### src/rtl/sd_tone_sequencer.sv
// Step scheduler for the sigma-delta tone generator: plays (K, dwell) table entries
// in order, re-seeding the generator through sd_reset on every tone change.
// Optional linear-chirp ramp per entry is enabled by defining TONE_RAMP_EN.
module sd_tone_sequencer #(
  parameter int BITWIDTH = 40,
  parameter int DEPTH    = 8,
  parameter int AW       = 3,
  parameter int DWELL_W  = 24,
  parameter int SETTLE   = 2
) (
  input  logic                clk,
  input  logic                reset,
  input  logic                cfg_we,
  input  logic [AW-1:0]       cfg_addr,
  input  logic [BITWIDTH-1:0] cfg_kval,
  input  logic [DWELL_W-1:0]  cfg_dwell,
`ifdef TONE_RAMP_EN
  input  logic [BITWIDTH-1:0] cfg_delta,
`endif
  input  logic [AW:0]         num_steps,
  input  logic                loop_en,
  input  logic                start,
  input  logic                stop,
  output logic [BITWIDTH-1:0] kval_out,
  output logic                sd_reset,
  output logic [AW-1:0]       step_idx,
  output logic                busy,
  output logic                done,
  output logic                cfg_err
);

  localparam int SW = (SETTLE > 1) ? $clog2(SETTLE) : 1;
  localparam logic [AW:0]    DEPTH_W    = (AW+1)'(DEPTH);
  localparam logic [SW-1:0]  SETTLE_END = SW'(SETTLE - 1);

  typedef enum logic [1:0] {S_IDLE, S_LOAD, S_RUN, S_DONE} state_t;

  typedef struct packed {
    logic [BITWIDTH-1:0] kval;
    logic [DWELL_W-1:0]  dwell;
`ifdef TONE_RAMP_EN
    logic [BITWIDTH-1:0] delta;
`endif
  } entry_t;

  state_t             state;
  entry_t             table_q [DEPTH];
  logic [AW:0]        n_lat;
  logic               loop_lat;
  logic [SW-1:0]      settle_cnt;
  logic [DWELL_W-1:0] dwell_cnt;

  entry_t             cur;
  logic [DWELL_W-1:0] dwell_eff;
  logic               expired;
  logic               is_last;
  logic [AW-1:0]      next_idx;
  logic               addr_ok;
  logic               steps_ok;

  always_comb begin
    cur       = table_q[step_idx];
    // A zero dwell still gives the step one RUN cycle.
    dwell_eff = (cur.dwell == '0) ? DWELL_W'(1) : cur.dwell;
    expired   = (dwell_cnt >= dwell_eff);
    is_last   = ({1'b0, step_idx} == (n_lat - (AW+1)'(1)));
    next_idx  = is_last ? '0 : step_idx + AW'(1);
    addr_ok   = ({1'b0, cfg_addr} < DEPTH_W);
    steps_ok  = (num_steps != '0) && (num_steps <= DEPTH_W);
  end

  always_ff @(posedge clk or negedge reset) begin
    if (!reset) begin
      state      <= S_IDLE;
      n_lat      <= '0;
      loop_lat   <= 1'b0;
      settle_cnt <= '0;
      dwell_cnt  <= '0;
      kval_out   <= '0;
      sd_reset   <= 1'b1;
      step_idx   <= '0;
      busy       <= 1'b0;
      done       <= 1'b0;
      cfg_err    <= 1'b0;
      // NOTE: the table is register-based and must read back zero after reset,
      // so it is cleared here rather than left to an uninitialised RAM.
      for (int i = 0; i < DEPTH; i++) table_q[i] <= '0;
    end else begin
      done    <= 1'b0;
      cfg_err <= 1'b0;

      if (cfg_we) begin
        if (state != S_IDLE || !addr_ok) begin
          cfg_err <= 1'b1;
        end else begin
          table_q[cfg_addr].kval  <= cfg_kval;
          table_q[cfg_addr].dwell <= cfg_dwell;
`ifdef TONE_RAMP_EN
          table_q[cfg_addr].delta <= cfg_delta;
`endif
        end
      end

      if (state != S_IDLE && stop) begin
        // Abort: step_idx is deliberately left untouched for readback.
        state    <= S_IDLE;
        sd_reset <= 1'b1;
        kval_out <= '0;
        busy     <= 1'b0;
      end else begin
        case (state)
          S_IDLE: begin
            sd_reset <= 1'b1;
            kval_out <= '0;
            if (start && !stop) begin
              if (steps_ok) begin
                n_lat      <= num_steps;
                loop_lat   <= loop_en;
                step_idx   <= '0;
                settle_cnt <= '0;
                kval_out   <= table_q[0].kval;
                busy       <= 1'b1;
                state      <= S_LOAD;
              end else begin
                cfg_err <= 1'b1;
              end
            end
          end

          S_LOAD: begin
            if (settle_cnt == SETTLE_END) begin
              sd_reset  <= 1'b0;
              dwell_cnt <= DWELL_W'(1);
              state     <= S_RUN;
            end else begin
              settle_cnt <= settle_cnt + SW'(1);
            end
          end

          S_RUN: begin
            if (expired) begin
              if (is_last && !loop_lat) begin
                done     <= 1'b1;
                sd_reset <= 1'b1;
                kval_out <= '0;
                state    <= S_DONE;
              end else begin
                step_idx   <= next_idx;
                kval_out   <= table_q[next_idx].kval;
                sd_reset   <= 1'b1;
                settle_cnt <= '0;
                state      <= S_LOAD;
              end
            end else begin
              if (dwell_cnt != '1) dwell_cnt <= dwell_cnt + DWELL_W'(1);
`ifdef TONE_RAMP_EN
              kval_out <= kval_out + cur.delta;
`endif
            end
          end

          S_DONE: begin
            busy  <= 1'b0;
            state <= S_IDLE;
          end

          default: state <= S_IDLE;
        endcase
      end
    end
  end

endmodule

### config.mk
export PLATFORM = sky130hd
export DESIGN_NAME = sd_tone_sequencer
export DESIGN_NICKNAME = d
export VERILOG_FILES = /design/src/rtl/sd_tone_sequencer.sv
export SDC_FILE = /design/constraint.sdc
export NUM_CORES = 1
export LEC_CHECK = 0
export CAP_MARGIN = 30
export CORE_MARGIN = 1.5
export CORE_UTILIZATION = 50
export CTS_BUF_LIST = sky130_fd_sc_hd__clkbuf_4 sky130_fd_sc_hd__clkbuf_8 sky130_fd_sc_hd__clkbuf_16
export DETAILED_ROUTE_END_ITERATION = 10
export PLACE_DENSITY = 0.68
export SLEW_MARGIN = 10
export SYNTH_ARGS = -nofsm -noshare
export SYNTH_HDL_FRONTEND = slang
export SYNTH_SLANG_ARGS = --single-unit
export TNS_END_PERCENT = 50
### constraint.sdc
create_clock -name clk -period 5.6 [get_ports clk]
set_clock_uncertainty 0.1 [all_clocks]
set_input_delay 0.84 -clock clk [delete_from_list [all_inputs] [get_ports clk]]
set_output_delay 0.84 -clock clk [all_outputs]
set_load 0.01 [all_outputs]
==> results of run 1 <==
-- timing repair --
action                                  in CTS  in global routing
hold endpoints to repair                     0                  0
setup buffers                                0                  1
resized for setup                            0                  0
endpoints found under the setup margin       0                  1
-- flip-flops by register name, summed over array words and instances, names as in the netlist --
signal,cells
table_q,512
kval_out,40
dwell_cnt,24
n_lat,4
step_idx,3
state,2
busy,1
cfg_err,1
done,1
loop_lat,1
sd_reset,1
settle_cnt,1
-- power groups by stage --
stage | clock (mW) | combinational, mW | sequential [mW]
6_report | 4.11 | 3.53 | 6.38
4_1_cts | 4.18 | 3.52 | 6.36
3_5_place_dp | 0 | 3.51 | 6.43
3_3_place_gp | 0 | 3.39 | 6.34
2_1_floorplan | 0 | 2.49 | 6.16
5_1_grt | 4.36 | 3.82 | 6.52
-- cell usage in the layout, fill, tap and decap left out, types with 15 or more instances in the layout --
| master | n |
|---|---|
| sky130_fd_sc_hd__nor2_1 | 34 |
| sky130_fd_sc_hd__nand2_1 | 118 |
| sky130_fd_sc_hd__mux2_2 | 519 |
| sky130_fd_sc_hd__a222oi_1 | 16 |
| sky130_fd_sc_hd__mux4_2 | 34 |
| sky130_fd_sc_hd__nand3_1 | 19 |
| sky130_fd_sc_hd__clkbuf_16 | 61 |
| sky130_fd_sc_hd__buf_4 | 36 |
| sky130_fd_sc_hd__a21oi_1 | 109 |
| sky130_fd_sc_hd__a32o_1 | 34 |
| sky130_fd_sc_hd__clkdlybuf4s50_1 | 122 |
| sky130_fd_sc_hd__dfrtp_1 | 587 |
| sky130_fd_sc_hd__a31oi_1 | 16 |
| sky130_fd_sc_hd__mux2i_1 | 68 |
| sky130_fd_sc_hd__ha_1 | 27 |
| sky130_fd_sc_hd__o21ai_0 | 60 |
| sky130_fd_sc_hd__nand4_1 | 15 |
| sky130_fd_sc_hd__a221oi_1 | 37 |
| sky130_fd_sc_hd__clkbuf_4 | 16 |
-- cell families after synthesis --
kind of cell    Yosys count  synth area share
flops                   591            0.5470
buf+inv                 143           0.02281
compound gates          338           0.08523
xor+xnor                 10          0.004026
simple gates            263           0.04521
fa+ha+maj                27           0.01249
mux                     635            0.2832
-- worst min path at each step --
stage | startpoint | endpoint | slack [ns]
2_1_floorplan | sd_reset | sd_reset | 0.36
3_3_place_gp | sd_reset | sd_reset | 0.35
3_5_place_dp | sd_reset | sd_reset | 0.38
4_1_cts | reset | table_q[394] | 0.27
5_1_grt | reset | table_q[330] | 0.28
6_report | reset | table_q[330] | 0.18
-- layer usage --
| metal | up-vias | global-route usage | part of all wire |
|---|---|---|---|
| met5 | - | 0 | 0.00037 |
| met3 | 153 | 0.04984 | 0.065 |
| met1 | 9497 | 0.3692 | 0.44 |
| met2 | 615 | 0.4113 | 0.47 |
| met4 | 4 | 0.08250 | 0.025 |
| li1 | 7762 | - | - |
-- through the flow --
stage	hold WS, ns	power (mW)	util	instances
floorplan	0.3645	8.649	-	2007
global placement	0.3536	9.730	0.5440	2741
detailed placement	0.3831	9.931	0.5442	2742
CTS	0.2725	14.06	0.5823	2851
global route	0.2793	14.70	0.5827	2852
finish	0.1795	14.02	0.5828	2853
-- layout make-up --
cell class                      count  area, um^2  area share
Antenna cell                        1       2.502  0.00008011
Clock buffer                       89        1812     0.05800
Clock inverter                     20       232.7    0.007450
Inverter                           14       52.55    0.001682
Multi-Input combinational cell   1273       11770      0.3768
Sequential cell                   591       14800      0.4737
Tap cell                          696       870.8     0.02788
Timing Repair Buffer              169        1698     0.05436
==> Flow_metrics.wiki, run 1 <==
{| class="wikitable"
! Metric !! Value
|-
| Bufs and invs on worst path || 2
|-
| Type of element capturing the critical path || flop
|-
| Hold/Removal Path Class || input pin to async pin
|-
| Critical-path cell list || buf_12 -> mux4_1 -> mux2i_1 -> nand4_1 -> or4_1 -> o31ai_1 -> ha_1 -> nand2b_1 -> a21oi_1 -> o2111ai_1 -> and3_1 -> o21ai_1 -> buf_4 -> nand4_1 -> or4_1 -> a21oi_1
|-
| CTS Root Cell || sky130_fd_sc_hd__clkbuf_16
|-
| Source-to-sink clock delay at the later pin of the worst-skew pair || 0.61 ns
|-
| Wire length of the first global-routing pass || around 110000 um
|-
| Async set-reset flop share out of synthesis || 1.000
|-
| Worst Tran Pin Value || 1.111 ns
|-
| P&R area growth vs syn || 15.52%
|-
| Row Count || 85
|-
| Maximum clock frequency || 0.1951 GHz
|-
| CP Capture Point || dwell_cnt[23]
|-
| Max Fanout on Critical Path || 17
|-
| Clock-pin slew on the worst setup and hold paths || 0.06 ns
|-
| Worst R2R Setup Slack || 0.47 ns
|-
| Slowest-stage cell, CP || sky130_fd_sc_hd__dfrtp_4
|-
| Setup-failing EPs final || 0
|-
| Syn_nets || 2111
|-
| Final weighted congestion in routability-driven placement || 0.8801
|-
| R2r startpoint || step_idx[0]
|-
| Crit path launch || step_idx[0]
|-
| Area of the mapped netlist || 27040 um^2
|-
| Dominant register cell in the synthesized netlist || sky130_fd_sc_hd__dfrtp_1
|-
| Part of the cycle the worst path needs || 0.9154
|-
| Dominant cell type by area after synthesis || sky130_fd_sc_hd__dfrtp_1
|-
| Hpwl dp || 43450 um
|-
| Cell class contributing the biggest share of worst-path delay || simple AND/OR/NAND/NOR gates
|-
| Crit path largest cell delay || about 0.68 ns
|-
| Logic depth of the worst register-to-register path || 16
|-
| Arrival time of data at the critical path endpoint || roughly 5.6 ns
|-
| Overall die width || ~240 um
|-
| Unrepaired setup endpoints after global routing || false
|-
| Area fraction of the dominant cell type after synthesis || 0.5460
|-
| Register bit count reported by yosys || 591
|-
| Areal power density over the cells || 448.8 nW/um^2
|-
| Standard cell core area || 53600 um^2
|-
| Number of standard cells after synthesis || roughly 2000
|-
| Count leader, synth || sky130_fd_sc_hd__dfrtp_1
|-
| Die extent in y || 235.6 um
|-
| Logic pwr share || 0.252
|-
| WS Path Type || flop to flop
|-
| Main area contributors after synthesis || sky130_fd_sc_hd__dfrtp_1 (55%), sky130_fd_sc_hd__mux2_2 (22%), sky130_fd_sc_hd__mux4_2 (2.8%)
|-
| DRC errors left || 0
|-
| Post-route cell area || 31240 um^2
|-
| Via count of the first global-routing pass || roughly 19000
|-
| Clk pwr share || 0.293
|-
| Vias per std cell || 6.320
|-
| Max transition margin || 0.2597
|-
| Yosys warns || 0
|-
| Number of synthesized flops with an enable pin || 0
|-
| Port-buffer cells || 123
|-
| Initial antenna violation count || 3
|-
| Post-route minimum period || around 5 ns
|-
| H-tree depth || 2
|-
| Effective utilization at floorplan || 0.5045
|-
| Average footprint of a synthesized cell || about 13 um^2
|-
| Die area || 55480 um^2
|-
| Sw Share || 0.2930
|-
| Fraction of power consumed by sequential logic || 0.455
|-
| Setup WS post-layout || 0.4740 ns
|-
| Number of nets in the layout || 2212
|-
| IR Drop Worst-Case VDD || 0.2499 mV
|-
| Result of the run || completed
|-
| Total routing resource utilization after global routing || 0.2618
|-
| Number of search-and-repair iterations in the first detailed-routing pass || 5
|-
| Remaining antenna violation count || 0
|-
| Fillers || 4246
|-
| Switch Pwr || 4.108 mW
|-
| DRC violation total after the first TritonRoute iteration || 1481
|-
| End of the worst register-to-register path || dwell_cnt[23]
|-
| Fin. max-slew vios || 0
|-
| TritonCTS clock tree || done
|-
| Total cell area at the placement stage || roughly 29000 um^2
|-
| Leakage power figure || ~13 nW
|-
| Count of pins on the block boundary || 124
|-
| Clock sink total || 591
|-
| Number of hold-slack violations in the final timing report || 0
|-
| Most common library cells after synthesis || sky130_fd_sc_hd__dfrtp_1 (590), sky130_fd_sc_hd__mux2_2 (519), sky130_fd_sc_hd__nand2_1 (124)
|-
| Longest Clk Path Bufs || 3
|-
| Internal power || about 10 mW
|-
| Post-synthesis sequential area ratio || 0.5470
|-
| Startpoint class of the critical path || flop
|-
| Final-layout setup total negative slack || 0 ns
|-
| Placement-stage worst setup slack || approximately 0.34 ns
|-
| Number of distinct library cells after synthesis || 64
|-
| Required time of the critical path || 6.03 ns
|-
| Largest net degree at the start of global routing || 138
|-
| Share of cells above drive strength 1 || 0.3437
|-
| Cell depth of the worst setup path || 16
|-
| Number of buffers inserted during clock tree synthesis || 59
|-
| Max-cap violations || 0
|-
| GRT overflow || 0
|-
| Hold buffer count at CTS || 0
|-
| Average wire length per cell after detail routing || around 25 um
|-
| Via count || 18030
|-
| Sum of routed wire length over all layers || 72420 um
|}
Power figures use the tool's default switching activity.
==> run 2: changes to the inputs <==
CAP_MARGIN = unset   (was 30)
TNS_END_PERCENT = 10   (was 50)
==> Flow_metrics.wiki, run 2 (same netlist as run 1, synthesis figures left out) <==
{| class="wikitable"
! Metric !! Value
|-
| DRC violation total after the first TritonRoute iteration || 1476 (-0.34%)
|-
| R2r startpoint || step_idx[0]
|-
| Number of hold-slack violations in the final timing report || 0 (unchanged)
|-
| Share of cells above drive strength 1 || 0.3446 (+0.0009120)
|-
| Port-buffer cells || 123 (unchanged)
|-
| Type of element capturing the critical path || flop
|-
| Hold/Removal Path Class || input pin to async pin
|-
| Final weighted congestion in routability-driven placement || 0.8801 (unchanged)
|-
| GRT overflow || 0 (unchanged)
|-
| Total routing resource utilization after global routing || 0.2616 (about the same)
|-
| IR Drop Worst-Case VDD || 0.2675 mV (+7.0%)
|-
| Hold buffer count at CTS || 0 (unchanged)
|-
| Via count || 18060 (+0.18%)
|-
| Die area || 55480 um^2 (unchanged)
|-
| Post-route minimum period || 5.140 ns (+0.01428 ns)
|-
| Worst Tran Pin Value || 1.268 ns (+0.1573 ns)
|-
| Logic depth of the worst register-to-register path || 16 (unchanged)
|-
| Final-layout setup total negative slack || 0 ns (unchanged)
|-
| Max Fanout on Critical Path || 17 (unchanged)
|-
| Average wire length per cell after detail routing || 25.34 um (-0.19%)
|-
| Result of the run || completed
|-
| Number of nets in the layout || 2212 (unchanged)
|-
| TritonCTS clock tree || done
|-
| Number of buffers inserted during clock tree synthesis || 60 (+1.7%)
|-
| Leakage power figure || 13.30 nW (+0.22%)
|-
| Row Count || 85 (unchanged)
|-
| Unrepaired setup endpoints after global routing || false
|-
| Most common cell after layout, fill and taps aside || sky130_fd_sc_hd__dfrtp_1
|-
| WS Path Type || flop to flop
|-
| Number of search-and-repair iterations in the first detailed-routing pass || 5 (unchanged)
|-
| Largest registers || table_q: 512 flops, kval_out: 40 flops, dwell_cnt: 24 flops
|-
| Effective utilization at floorplan || 0.5045 (unchanged)
|-
| CTS Root Cell || sky130_fd_sc_hd__clkbuf_16
|-
| Hpwl dp || 43500 um (+0.11%)
|-
| Highest-count cells in the layout ignoring fill and taps || sky130_fd_sc_hd__dfrtp_1 (587), sky130_fd_sc_hd__mux2_2 (519), sky130_fd_sc_hd__clkdlybuf4s50_1 (122), sky130_fd_sc_hd__nand2_1 (118), sky130_fd_sc_hd__a21oi_1 (109)
|-
| Part of the cycle the worst path needs || 0.9179 (+0.002550)
|-
| Fin. max-slew vios || 0 (unchanged)
|-
| Worst R2R Setup Slack || 0.46 ns (about the same)
|-
| Clock sink total || 591 (unchanged)
|-
| Longest Clk Path Bufs || 3 (unchanged)
|-
| Overall die width || 235.6 um (unchanged)
|-
| End of the worst register-to-register path || dwell_cnt[23]
|-
| Die extent in y || 235.6 um (unchanged)
|-
| Critical-path cell list || buf_12 -> mux4_2 -> mux2i_1 -> nand4_1 -> or4_1 -> o31ai_1 -> ha_1 -> nand2b_1 -> a21oi_1 -> o2111ai_1 -> and3_1 -> o21ai_1 -> buf_4 -> nand4_1 -> or4_1 -> a21oi_1
|-
| DRC errors left || 0 (unchanged)
|-
| Slowest-stage cell, CP || sky130_fd_sc_hd__dfrtp_4
|-
| Clock-pin slew on the worst setup and hold paths || 0.06 ns (about the same)
|-
| Via count of the first global-routing pass || 18720 (+0.81%)
|-
| Standard cell core area || 53600 um^2 (unchanged)
|-
| Arrival time of data at the critical path endpoint || 5.56 ns (about the same)
|-
| Wire length of the first global-routing pass || 112500 um (+0.41%)
|-
| Largest net degree at the start of global routing || 138 (unchanged)
|-
| H-tree depth || 2 (unchanged)
|-
| Max reg flops || 512 (unchanged)
|-
| Count of pins on the block boundary || 124 (unchanged)
|-
| Startpoint class of the critical path || flop
|-
| Max transition margin || 0.1502 (-0.1095)
|-
| Source-to-sink clock delay at the later pin of the worst-skew pair || 0.62 ns (about the same)
|-
| P&R area growth vs syn || 15.69%
|-
| Areal power density over the cells || 449.9 nW/um^2 (+0.24%)
|-
| Setup-failing EPs final || 0 (unchanged)
|-
| Initial antenna violation count || 5 (+2)
|-
| Required time of the critical path || 6.02 ns (about the same)
|-
| Vias per std cell || 6.323 (about the same)
|-
| Maximum clock frequency || 0.1945 GHz (-0.28%)
|-
| Sum of routed wire length over all layers || 72390 um (about the same)
|-
| Post-cts resize count || 0 (unchanged)
|-
| Max-cap violations || 0 (unchanged)
|-
| Remaining antenna violation count || 0 (unchanged)
|-
| Worst Hold Margin || 0.2232 ns (+0.04370 ns)
|-
| Crit path largest cell delay || 0.67 ns (about the same)
|-
| Register with the most flip-flops || table_q
|}
-- run 2: cell type report --
cell class / count / area [um^2]
sequential: 591 / 14800
antenna: 2 / 5.005
multi-input combinational: 1273 / 11770
fill: 4253 / 22320
inverter: 14 / 52.55
timing repair buffer: 168 / 1687
tap: 696 / 870.8
clock inverter: 19 / 212.7
clock buffer: 94 / 1886
-- run 2: how the worst max path moves through the flow --
stage                                to   startpoint
after floorplan           dwell_cnt[13]  step_idx[0]
after CTS                 dwell_cnt[23]  step_idx[0]
after global routing      dwell_cnt[23]  step_idx[0]
after global placement    dwell_cnt[21]  step_idx[0]
after detailed placement  dwell_cnt[23]  step_idx[0]
final                     dwell_cnt[23]  step_idx[0]
-- run 2: layer usage --
layer / track usage / vias to the layer above / wire length [um]
met3: 0.04620 / 139 / 4832
met1: 0.3695 / 9590 / 31910
met5: 0 / - / 41
li1: - / 7751 / -
met4: 0.08543 / 6 / 1948
met2: 0.4117 / 578 / 33660
-- run 2: report_power, final --
group	leakage, nW	internal, mW	switching (mW)
clock	1.06	2.49	1.66
sequential	7.22	5.61	0.767
combinational	5.01	1.85	1.70
total	13.3	9.95	4.13
-- run 2: timing repair --
item	CTS	global route
endpoints found under the hold margin	0	0
setup endpoints to repair	0	2
buffers inserted	0	1
-- run 2: stage by stage --
step                  util  setup slack [ns]  instances  total power [mW]  area (um^2)
finish              0.5836            0.4597       2857             14.07        31280
global route        0.5835            0.1214       2856             14.74        31280
CTS                 0.5831            0.2892       2854             14.11        31260
detailed placement  0.5440            0.3226       2741             9.937        29160
global placement    0.5440            0.4367       2741             9.730        29160
floorplan                -             1.274       2007             8.649        27040
-- run 2: critical path: cells and delay by family, from the launching register on --
kind            cells  cell delay (ns)
simple gates        6             1.83
compound gates      5             0.87
mux                 2             0.87
flops               1             0.67
buf+inv             2             0.42
fa+ha+maj           1             0.26
==> run 3: changes to the inputs <==
DONT_BUFFER_PORTS = 1   (was unset)
PLACE_DENSITY = unset   (was 0.68)
==> Flow_metrics.wiki, run 3 (same netlist as run 1, synthesis figures left out) <==
{| class="wikitable"
! Metric !! Value
|-
| Result of the run || complete, but fails checks
|-
| Failing checks || negative hold slack, max-slew violations
|-
| Final-layout setup total negative slack || 0 ns (unchanged)
|-
| H-tree depth || 3 (+1)
|-
| Overall die width || 235.6 um (unchanged)
|-
| Max Fanout on Critical Path || 33 (+16)
|-
| Max transition margin || -0.02944 (-0.1796)
|-
| Internal power || 9.997 mW (+0.50%)
|-
| Logic depth of the worst register-to-register path || 15 (-1)
|-
| DRC violation total after the first TritonRoute iteration || 1489 (+0.88%)
|-
| DRC errors left || 0 (unchanged)
|-
| Final weighted congestion in routability-driven placement || 0.8614 (-2.1%)
|-
| Largest net degree at the start of global routing || 592 (+330%)
|-
| Slowest-stage cell, CP || sky130_fd_sc_hd__dfrtp_4
|-
| Hold/Removal Path Class || input pin to async pin
|-
| Port-buffer cells || 0 (-100%)
|-
| Bufs and invs on worst path || 1 (-1)
|-
| Via count || 17320 (-4.1%)
|-
| CTS Root Cell || sky130_fd_sc_hd__clkbuf_16
|-
| Row Count || 85 (unchanged)
|-
| Highest-count cells in the layout ignoring fill and taps || sky130_fd_sc_hd__dfrtp_1 (587), sky130_fd_sc_hd__mux2_2 (519), sky130_fd_sc_hd__nand2_1 (118), sky130_fd_sc_hd__a21oi_1 (109), sky130_fd_sc_hd__mux2i_1 (68)
|-
| Crit path launch || step_idx[0]
|-
| Via count of the first global-routing pass || 17890 (-4.4%)
|-
| Hpwl dp || 42330 um (-2.7%)
|-
| Logic pwr share || 0.230 (-0.022)
|-
| Wire length of the first global-routing pass || 111000 um (-1.4%)
|-
| Total cell area at the placement stage || 27910 um^2 (-4.3%)
|-
| Cell depth of the worst setup path || 15 (-1)
|-
| Largest registers || table_q: 512 flops, kval_out: 40 flops, dwell_cnt: 24 flops
|-
| Required time of the critical path || 5.98 ns (-0.04 ns)
|-
| GRT overflow || 0 (unchanged)
|-
| CP Capture Point || kval_out[1]
|-
| Fin cells || 2735 (-4.3%)
|-
| Post-route cell area || 30120 um^2 (-3.7%)
|-
| Share of cells above drive strength 1 || 0.3659 (+0.02126)
|-
| Initial antenna violation count || 0 (-5)
|-
| R2r startpoint || step_idx[0]
|-
| Arrival time of data at the critical path endpoint || 5.54 ns (-0.02 ns)
|-
| Startpoint class of the critical path || flop
|-
| Clk pwr share || 0.314 (+0.019)
|-
| Post-placement cell count || 2623 (-4.3%)
|-
| Part of the cycle the worst path needs || 0.9210 (+0.003056)
|-
| Switch Pwr || 4.034 mW (-2.2%)
|-
| Most common cell after layout, fill and taps aside || sky130_fd_sc_hd__dfrtp_1
|-
| Number of hold-slack violations in the final timing report || 155 (+155)
|-
| Remaining antenna violation count || 0 (unchanged)
|-
| Setup-failing EPs final || 0 (unchanged)
|-
| Die extent in y || 235.6 um (unchanged)
|-
| Longest Clk Path Bufs || 3 (unchanged)
|-
| Worst R2R Setup Slack || 0.44 ns (-0.02 ns)
|-
| Number of buffers inserted during clock tree synthesis || 66 (+10%)
|-
| Max-cap violations || 0 (unchanged)
|-
| Areal power density over the cells || 465.8 nW/um^2 (+3.5%)
|-
| Maximum clock frequency || 0.1939 GHz (-0.33%)
|-
| Clock-pin slew on the worst setup and hold paths || 0.06 ns (about the same)
|-
| Standard cell core area || 53600 um^2 (unchanged)
|-
| TritonCTS clock tree || done
|-
| Util after Layout || 0.5620 (-0.02159)
|-
| Max reg flops || 512 (unchanged)
|-
| Worst Hold Margin || -0.1404 ns (-0.3636 ns)
|-
| Inserted Diodes || 0 (-2)
|-
| Die area || 55480 um^2 (unchanged)
|-
| Cell class contributing the biggest share of worst-path delay || simple AND/OR/NAND/NOR gates
|-
| IR Drop Worst-Case VDD || 0.2407 mV (-10%)
|-
| Clock sink total || 591 (unchanged)
|-
| Total routing resource utilization after global routing || 0.2622 (+0.0006252)
|-
| Crit path largest cell delay || 0.85 ns (+0.18 ns)
|-
| P&R area growth vs syn || 11.41%
|-
| Source-to-sink clock delay at the later pin of the worst-skew pair || 0.59 ns (-0.03 ns)
|-
| WS Path Type || flop to flop
|-
| Register with the most flip-flops || table_q
|-
| Average wire length per cell after detail routing || 26.24 um (+3.6%)
|-
| End of the worst register-to-register path || kval_out[1]
|-
| Fraction of power consumed by sequential logic || 0.456 (+0.003)
|-
| Number of search-and-repair iterations in the first detailed-routing pass || 6 (+1)
|-
| Effective utilization at floorplan || 0.5045 (unchanged)
|-
| Count of pins on the block boundary || 124 (unchanged)
|-
| Critical-path cell list || mux4_1 -> mux2i_1 -> nand4_1 -> or4_1 -> o31ai_1 -> ha_1 -> nand2b_1 -> a21oi_1 -> o2111ai_1 -> and3_1 -> or2_2 -> nand3_1 -> o21ai_2 -> buf_4 -> a32o_1
|-
| Type of element capturing the critical path || flop
|-
| Leakage power figure || 12.88 nW (-3.2%)
|-
| Post-route minimum period || 5.157 ns (+0.01711 ns)
|-
| Sw Share || 0.2875 (-0.005680)
|-
| Number of nets in the layout || 2099 (-5.1%)
|-
| Worst Tran Pin Value || 1.544 ns (+0.2763 ns)
|-
| Fin. max-slew vios || 135 (+135)
|-
| Unrepaired setup endpoints after global routing || false
|-
| Sum of routed wire length over all layers || 71770 um (-0.86%)
|-
| Vias per std cell || 6.332 (+0.14%)
|}
## run 3: changes by cell type in the layout (fill, tap and decap cells not counted), moves of 2 or more
cell | previous run | this run
sky130_fd_sc_hd__clkinv_2 | 12 | 6
sky130_fd_sc_hd__diode_2 | 2 | 0
sky130_fd_sc_hd__buf_12 | 9 | 5
sky130_fd_sc_hd__buf_4 | 36 | 44
sky130_fd_sc_hd__clkbuf_8 | 15 | 12
sky130_fd_sc_hd__clkdlybuf4s50_1 | 122 | 0
sky130_fd_sc_hd__inv_6 | 0 | 4
sky130_fd_sc_hd__clkbuf_16 | 62 | 67
sky130_fd_sc_hd__clkbuf_4 | 17 | 15
## run 3: how the worst min path moves through the flow
stage	start	endpoint	slack, ns	cells past startpoint
5_1_grt	reset	table_q[331]	-0.16	0
4_1_cts	reset	table_q[343]	-0.15	0
3_3_place_gp	table_q[249]	table_q[249]	0.38	1
3_5_place_dp	table_q[131]	table_q[131]	0.39	1
6_report	reset	table_q[331]	-0.14	0
2_1_floorplan	sd_reset	sd_reset	0.36	2
## run 3: repair_timing
action | in CTS | in global routing
endpoints found under the hold margin | 590 | 590
buffers inserted | 0 | 0
resized for setup | 0 | 0
## run 3: area by class of cell
| class | instances | area (um^2) |
|---|---|---|
| inverter | 14 | 52.55 |
| multi-input combinational | 1273 | 11760 |
| fill | 4368 | 23480 |
| timing repair buffer | 49 | 430.4 |
| tap | 696 | 870.8 |
| sequential | 591 | 14800 |
| clock inverter | 18 | 255.2 |
| clock buffer | 94 | 1954 |
## run 3: power groups by stage
stage | logic, mW | clock network [mW] | registers [mW]
2_1_floorplan | 2.49 | 0 | 6.16
3_3_place_gp | 3.12 | 0 | 6.37
3_5_place_dp | 3.22 | 0 | 6.45
4_1_cts | 3.23 | 4.50 | 6.38
5_1_grt | 3.49 | 4.67 | 6.55
6_report | 3.23 | 4.41 | 6.39
## run 3: routing by layer
| metal | routed length, um | up-vias | GRT usage |
|---|---|---|---|
| li1 | - | 7532 | - |
| met1 | 32730 | 9196 | 0.3726 |
| met2 | 33120 | 489 | 0.4132 |
| met3 | 4634 | 100 | 0.05312 |
| met4 | 1282 | 0 | 0.06706 |
| met5 | 0 | - | 0 |
## run 3: stage by stage
stage | setup WS [ns] | power (mW)
5_1_grt | 0.06803 | 14.71
6_report | 0.4426 | 14.03
2_1_floorplan | 1.274 | 8.649
4_1_cts | 0.4255 | 14.11
3_5_place_dp | 0.4518 | 9.669
3_3_place_gp | 0.5275 | 9.492
